## src/rtl/retire_trace_pipe.sv

```systemverilog
// rtl/retire_trace_pipe.sv - retire trace shadow pipeline with registered trace FIFO (optional TRACE_DROP_CNT_EN drop counter)
module retire_trace_pipe #(
    parameter int STAGES     = 4,
    parameter int FIFO_DEPTH = 8,
    parameter int XLEN       = 32
) (
    input  logic                          clk,
    input  logic                          reset,
    input  logic                          fetch_valid,
    input  logic [XLEN-1:0]               fetch_pc,
    input  logic [XLEN-1:0]               fetch_instr,
    input  logic [4:0]                    fetch_rs,
    input  logic [4:0]                    fetch_rt,
    input  logic [4:0]                    fetch_rd,
    input  logic [1:0]                    fetch_type,
    input  logic                          stall,
    input  logic                          flush,
    input  logic                          retired,
    input  logic                          wb_we,
    input  logic [XLEN-1:0]               wb_data,
    output logic                          trc_valid,
    output logic [XLEN-1:0]               trc_pc,
    output logic [XLEN-1:0]               trc_instr,
    output logic [4:0]                    trc_rs,
    output logic [4:0]                    trc_rt,
    output logic [4:0]                    trc_rd,
    output logic [1:0]                    trc_type,
    output logic                          trc_we,
    output logic [XLEN-1:0]               trc_wdata,
    input  logic                          trc_ready,
    output logic [$clog2(FIFO_DEPTH):0]   fifo_count,
    output logic                          overflow,
    output logic                          proto_err
`ifdef TRACE_DROP_CNT_EN
    ,
    output logic [15:0]                   drop_cnt
`endif
);

    localparam int AW = $clog2(FIFO_DEPTH);
    localparam int CW = AW + 1;
    localparam int RW = 3 * XLEN + 15 + 2 + 1;
    localparam logic [CW-1:0] FULL_CNT = CW'(FIFO_DEPTH);

    // Shadow stages: entry 0 captures fetch, entry STAGES-1 is the retire tail
    logic            st_valid [STAGES];
    logic [XLEN-1:0] st_pc    [STAGES];
    logic [XLEN-1:0] st_instr [STAGES];
    logic [4:0]      st_rs    [STAGES];
    logic [4:0]      st_rt    [STAGES];
    logic [4:0]      st_rd    [STAGES];
    logic [1:0]      st_type  [STAGES];

    // Trace FIFO storage and bookkeeping
    logic [RW-1:0]   mem [FIFO_DEPTH];
    logic [AW-1:0]   wr_ptr;
    logic [AW-1:0]   rd_ptr;
    logic [CW-1:0]   count;

    logic            tail_valid;
    logic            fifo_full;
    logic            do_pop;
    logic            push_req;
    logic            do_push;
    logic            drop;
    logic            perr_evt;
    logic [RW-1:0]   push_rec;
    logic [RW-1:0]   head_rec;

    // Retire decisions use the tail as it stands before this edge's shift
    always_comb begin
        tail_valid = st_valid[STAGES-1];
        fifo_full  = (count == FULL_CNT);
        do_pop     = trc_valid && trc_ready;
        push_req   = retired && !stall && tail_valid;
        do_push    = push_req && (!fifo_full || do_pop);
        drop       = push_req && fifo_full && !do_pop;
        perr_evt   = retired && (stall || !tail_valid);
        push_rec   = {st_pc[STAGES-1], st_instr[STAGES-1], st_rs[STAGES-1],
                      st_rt[STAGES-1], st_rd[STAGES-1], st_type[STAGES-1],
                      wb_we, wb_data};
    end

    // Stage valid bits: flush beats stall, stall freezes, otherwise shift toward the tail
    always_ff @(posedge clk or posedge reset) begin
        if (reset) begin
            for (int i = 0; i < STAGES; i++) st_valid[i] <= 1'b0;
        end else if (flush) begin
            for (int i = 0; i < STAGES; i++) st_valid[i] <= 1'b0;
        end else if (!stall) begin
            st_valid[0] <= fetch_valid;
            for (int i = 1; i < STAGES; i++) st_valid[i] <= st_valid[i-1];
        end
    end

    // Stage payload moves with the valid bits; contents are don't-care while invalid
    always_ff @(posedge clk) begin
        if (!stall && !flush) begin
            st_pc[0]    <= fetch_pc;
            st_instr[0] <= fetch_instr;
            st_rs[0]    <= fetch_rs;
            st_rt[0]    <= fetch_rt;
            st_rd[0]    <= fetch_rd;
            st_type[0]  <= fetch_type;
            for (int i = 1; i < STAGES; i++) begin
                st_pc[i]    <= st_pc[i-1];
                st_instr[i] <= st_instr[i-1];
                st_rs[i]    <= st_rs[i-1];
                st_rt[i]    <= st_rt[i-1];
                st_rd[i]    <= st_rd[i-1];
                st_type[i]  <= st_type[i-1];
            end
        end
    end

    // FIFO payload write; a dropped record never touches storage
    always_ff @(posedge clk) begin
        if (do_push) mem[wr_ptr] <= push_rec;
    end

    // FIFO pointers, exact occupancy and sticky error flags
    always_ff @(posedge clk or posedge reset) begin
        if (reset) begin
            wr_ptr    <= '0;
            rd_ptr    <= '0;
            count     <= '0;
            overflow  <= 1'b0;
            proto_err <= 1'b0;
        end else begin
            if (do_push) wr_ptr <= wr_ptr + 1'b1;
            if (do_pop)  rd_ptr <= rd_ptr + 1'b1;
            case ({do_push, do_pop})
                2'b10:   count <= count + 1'b1;
                2'b01:   count <= count - 1'b1;
                default: count <= count;
            endcase
            if (drop)     overflow  <= 1'b1;
            if (perr_evt) proto_err <= 1'b1;
        end
    end

`ifdef TRACE_DROP_CNT_EN
    // Saturating count of records dropped on a full FIFO
    always_ff @(posedge clk or posedge reset) begin
        if (reset) begin
            drop_cnt <= '0;
        end else if (drop && (drop_cnt != 16'hFFFF)) begin
            drop_cnt <= drop_cnt + 16'd1;
        end
    end
`endif

    // Head presentation; zeroed when empty, which also covers reset since count clears asynchronously
    always_comb begin
        trc_valid  = (count != '0);
        fifo_count = count;
        head_rec   = trc_valid ? mem[rd_ptr] : '0;
        {trc_pc, trc_instr, trc_rs, trc_rt, trc_rd, trc_type, trc_we, trc_wdata} = head_rec;
    end

endmodule

```

## config.mk

```make
export PLATFORM = sky130hd
export DESIGN_NAME = retire_trace_pipe
export DESIGN_NICKNAME = d
export VERILOG_FILES = /design/src/rtl/retire_trace_pipe.sv
export SDC_FILE = /design/constraint.sdc
export NUM_CORES = 1
export LEC_CHECK = 0
export BUFFER_PORTS_ARGS = -buffer_cell sky130_fd_sc_hd__buf_2
export CELL_PAD_IN_SITES_DETAIL_PLACEMENT = 0
export CELL_PAD_IN_SITES_GLOBAL_PLACEMENT = 1
export CORE_MARGIN = 3
export CORE_UTILIZATION = 55
export CTS_BUF_LIST = sky130_fd_sc_hd__clkbuf_4 sky130_fd_sc_hd__clkbuf_8 sky130_fd_sc_hd__clkbuf_16
export CTS_CLUSTER_DIAMETER = 60
export CTS_CLUSTER_SIZE = 30
export DETAILED_ROUTE_END_ITERATION = 16
export GPL_TIMING_DRIVEN = 0
export PLACE_DENSITY_LB_ADDON = 0.1
export SYNTH_ARGS = -nofsm -noshare
export SYNTH_HDL_FRONTEND = slang
export SYNTH_SLANG_ARGS = --single-unit
export TNS_END_PERCENT = 20
```

## constraint.sdc

```tcl
create_clock -name clk -period 13.8 [get_ports clk]
set_input_delay 0.69 -clock clk [delete_from_list [all_inputs] [get_ports clk]]
set_output_delay 0.69 -clock clk [all_outputs]
set_load 0.05 [all_outputs]
```

==> metrics.md <==
| Metric | Value |
|---|---|
| Status | `finished clean` |
| Reg2Reg Setup Slack | `about 10 ns` |
| Tot GR Track Use | `roughly a fifth` |
| Final WL | `86170 um` |
| Peak supply drop | `~0.16 mV` |
| Fillers | `5409` |
| Setup crit end kind | `output pin` |
| Worst endpoint data arrival time | `between 3 and 4 ns` |
| CTS Sinks | `between 1000 and 1500` |
| Critical path depth | `6` |
| Post-cts resize count | `0` |
| CP most frequent cell | `buf_2` |
| Via density | `around 5.7` |
| Non-Filler Instances | `between 3000 and 4000` |
| Crit-path cells | `buf_2 -> nor4_4 -> buf_2 -> buf_2 -> nor2_1 -> buf_2` |
| Worst EP required | `around 13 ns` |
| Endpoints failing hold | `0` |
| FF-to-FF path depth | `11` |
| Area Overhead vs Synth | `14.81%` |
| Post-route ant nets | `0` |
| Clk_lat worst skew | `0.64 ns` |
| Setup Crit Path Kind | `register to output pin` |
| PD cells | `slightly below 200 nW/um2` |
| Largest stage delay on the critical path | `slightly above 1 ns` |
| Post-Synth Simple-Gate Area | `around 1.4%` |
| Post-synthesis compound-gate area fraction | `0.2710%` |
| Syn Inst Count | `around 1900` |
| RePlAce Congestion | `between 0.7 and 0.8` |
| Max_slew headroom | `between 10% and 20%` |
| Num rows | `104` |
| Fin. max-slew vios | `0` |
| Family with the most delay on the worst path | `buffers and inverters` |
| Cts bufs inserted | `76` |
| Leakage power | `approximately 17 nW` |
| DIE AREA | `~86000 um2` |
| Most common cell after layout, fill and taps aside | `edfxtp_1` |
| Ant. Diodes | `0` |
| Worst-Margin Slew | `approximately 1.2 ns` |
| CP max-delay cell | `nor4_4` |
| Clk slew on worst S/H paths | `0.08 ns` |
| H-tree Lvls | `3` |
| Dpl hpwl | `~54000 um` |
| Pin count of the biggest net entering global routing | `36` |
| GRT overflow | `0` |
| DRC violations left | `0` |
| Clock Path Buffers | `3` |
| Vias in the first global route | `between 20000 and 25000` |
| Distinct cell type count after synthesis | `39` |
| Combinational family with the most area after synthesis | `multiplexers` |
| Post-synthesis sequential area ratio | `between 80 and 90%` |
| Hold Worst Slack | `about 0.12 ns` |
| Die height | `approximately 290 um` |
| Nets | `about 2400` |
| Mux share of post-synthesis cell area | `between 10% and 20%` |
| Setup violations, final | `0` |
| Fmax | `around 220 MHz` |
| Root buffer cell | `clkbuf_16` |
| DR WL/cell | `approximately 26 um` |
| Crit start category | `register` |
| Hold_buf cts | `0` |
| Vias | `a little under 20000` |
| Max cap viols | `0` |
| Initial antenna violation count | `0` |
| Global-route wire length before repair | `~130000 um` |
| Syn avg cell area | `between 20 and 25 um2` |
| Storage cell area | `37520 um2` |
| Synthesis Warnings | `0` |
| Setup WS post-layout | `between 9 and 10 ns` |
| Worst hold path class | `input port to asynchronous set/reset pin` |
| Post-Route Skew | `approximately 0.027 ns` |
| Syn Std Cell Area | `around 45000 um2` |
| Io pins | `approximately 240` |
| Min Tclk post-route | `about 4.5 ns` |
| CTS tree | `yes` |
| Syn nets | `1981` |
| Die width | `about 300 um` |
| Yosys reg bits | `1252` |
| Xor-xnor portion of the synthesized cell area | `0.1161%` |
| Multi-input logic area | `7233 um2` |
| IO Port Bufs | `240` |
| Commonest non-fill, non-tap cells in the layout | `edfxtp_1 (1236), buf_2 (282), mux4_2 (228)` |
| Placed cells | `roughly 3200` |
| Placeable Area | `81070 um2` |
| Drt pass-1 iters | `5` |
| Worst path bufs/invs | `4` |
| Starting Density | `55.82%` |
| Post-layout util | `around 64%` |
| CP Max Fanout | `10` |
| Unrepaired setup endpoints after global routing | `no` |
| Reg2Reg Capture Point | `mem[0][70]` |
| Fin Setup TNS | `0 ns` |
| Post-place setup slack | `between 9 and 10 ns` |
| Layout cells sized above 1 | `33.00%` |
| Post-CTS Setup Inserts | `0` |
| Iter 0 DRT Violations | `between 1500 and 2000` |
| Final period utilization | `between 30 and 40%` |
| Post-Synth Adder-Cell Area | `less than 1%` |
| Worst r2r src | `fifo_count[0]` |
[flip-flops by register name (all words and copies together) (netlist names), 3 cells and up]
register,count
st_type,8
st_pc,128
mem,912
st_rt,20
st_rd,20
st_instr,128
wr_ptr,3
st_rs,20
fifo_count,4
st_valid,3
rd_ptr,3
[through the flow]
| step | power [W] | cell area, um2 |
|---|---|---|
| floorplan | 0.006855 | 45260 |
| CTS | 0.01034 | 51950 |
| global placement | 0.007737 | 47780 |
| global route | 0.01061 | 51950 |
| detailed placement | 0.007741 | 49100 |
| finish | 0.01019 | 51950 |
[cells in the mapped netlist (all sizes together)]
library cell | n | area, um2
edfxtp | 1236 | 37120
mux4 | 228 | 5135
nor2 | 127 | 476.7
mux2i | 118 | 1181
buf | 72 | 518.0
dfrtp | 16 | 400.4
clkbuf | 10 | 37.54
nand2 | 7 | 26.28
nand2b | 4 | 25.02
nor3 | 4 | 25.02
xnor2 | 4 | 35.03
ha | 3 | 37.54
inv | 3 | 11.26
nor4 | 3 | 33.78
a211oi | 2 | 20.02
a21o | 2 | 15.01
a21oi | 2 | 13.76
mux2 | 2 | 22.52
nand3 | 2 | 10.01
xor2 | 2 | 17.52
a31o | 1 | 8.760
a31oi | 1 | 6.260
and3b | 1 | 8.760
nand3b | 1 | 7.510
nor2b | 1 | 6.260
o21ai | 1 | 5.000
o22ai | 1 | 6.260
o31a | 1 | 8.760
o41a | 1 | 11.26
o41ai | 1 | 27.53
[area by class of cell]
cell class,instances,share of cell area [%]
clock inverters,53,1.524
plain buffers,82,1.069
inverters,3,0.02167
multi-input cells,520,13.92
flip-flops and latches,1252,72.21
well taps,1060,2.553
clock buffers,86,3.974
repair buffers,313,4.725
[where the power goes]
part | leakage (nW) | switching, W | internal [W]
registers | 11.4 | 0.0000294 | 0.00421
clock network | 1.39 | 0.00135 | 0.00125
logic | 4.44 | 0.00223 | 0.00111
[kinds of logic after synthesis]
group / Yosys count
adders and majority gates: 3
DFF: 1252
and+or+nand+nor: 150
buffers and inverters: 85
muxes: 348
xor gates and xnor gates: 6
AOI/OAI and AO/OA: 13
[worst max-delay path by stage]
stage / start / end
6_report: fifo_count[0] / trc_instr[1]
5_1_grt: fifo_count[0] / trc_instr[1]
4_1_cts: fifo_count[0] / trc_instr[1]
3_5_place_dp: fifo_count[0] / trc_instr[1]
3_3_place_gp: stall / mem[0][65]
2_1_floorplan: stall / mem[0][0]
[per-layer routing]
metal	GRT usage [%]	wire length [um]
met3	2.661	4113
met2	34.16	43340
met4	5.199	1704
met1	29.90	37010
met5	0	0
No activity file was read; power rests on OpenSTA's default activity.
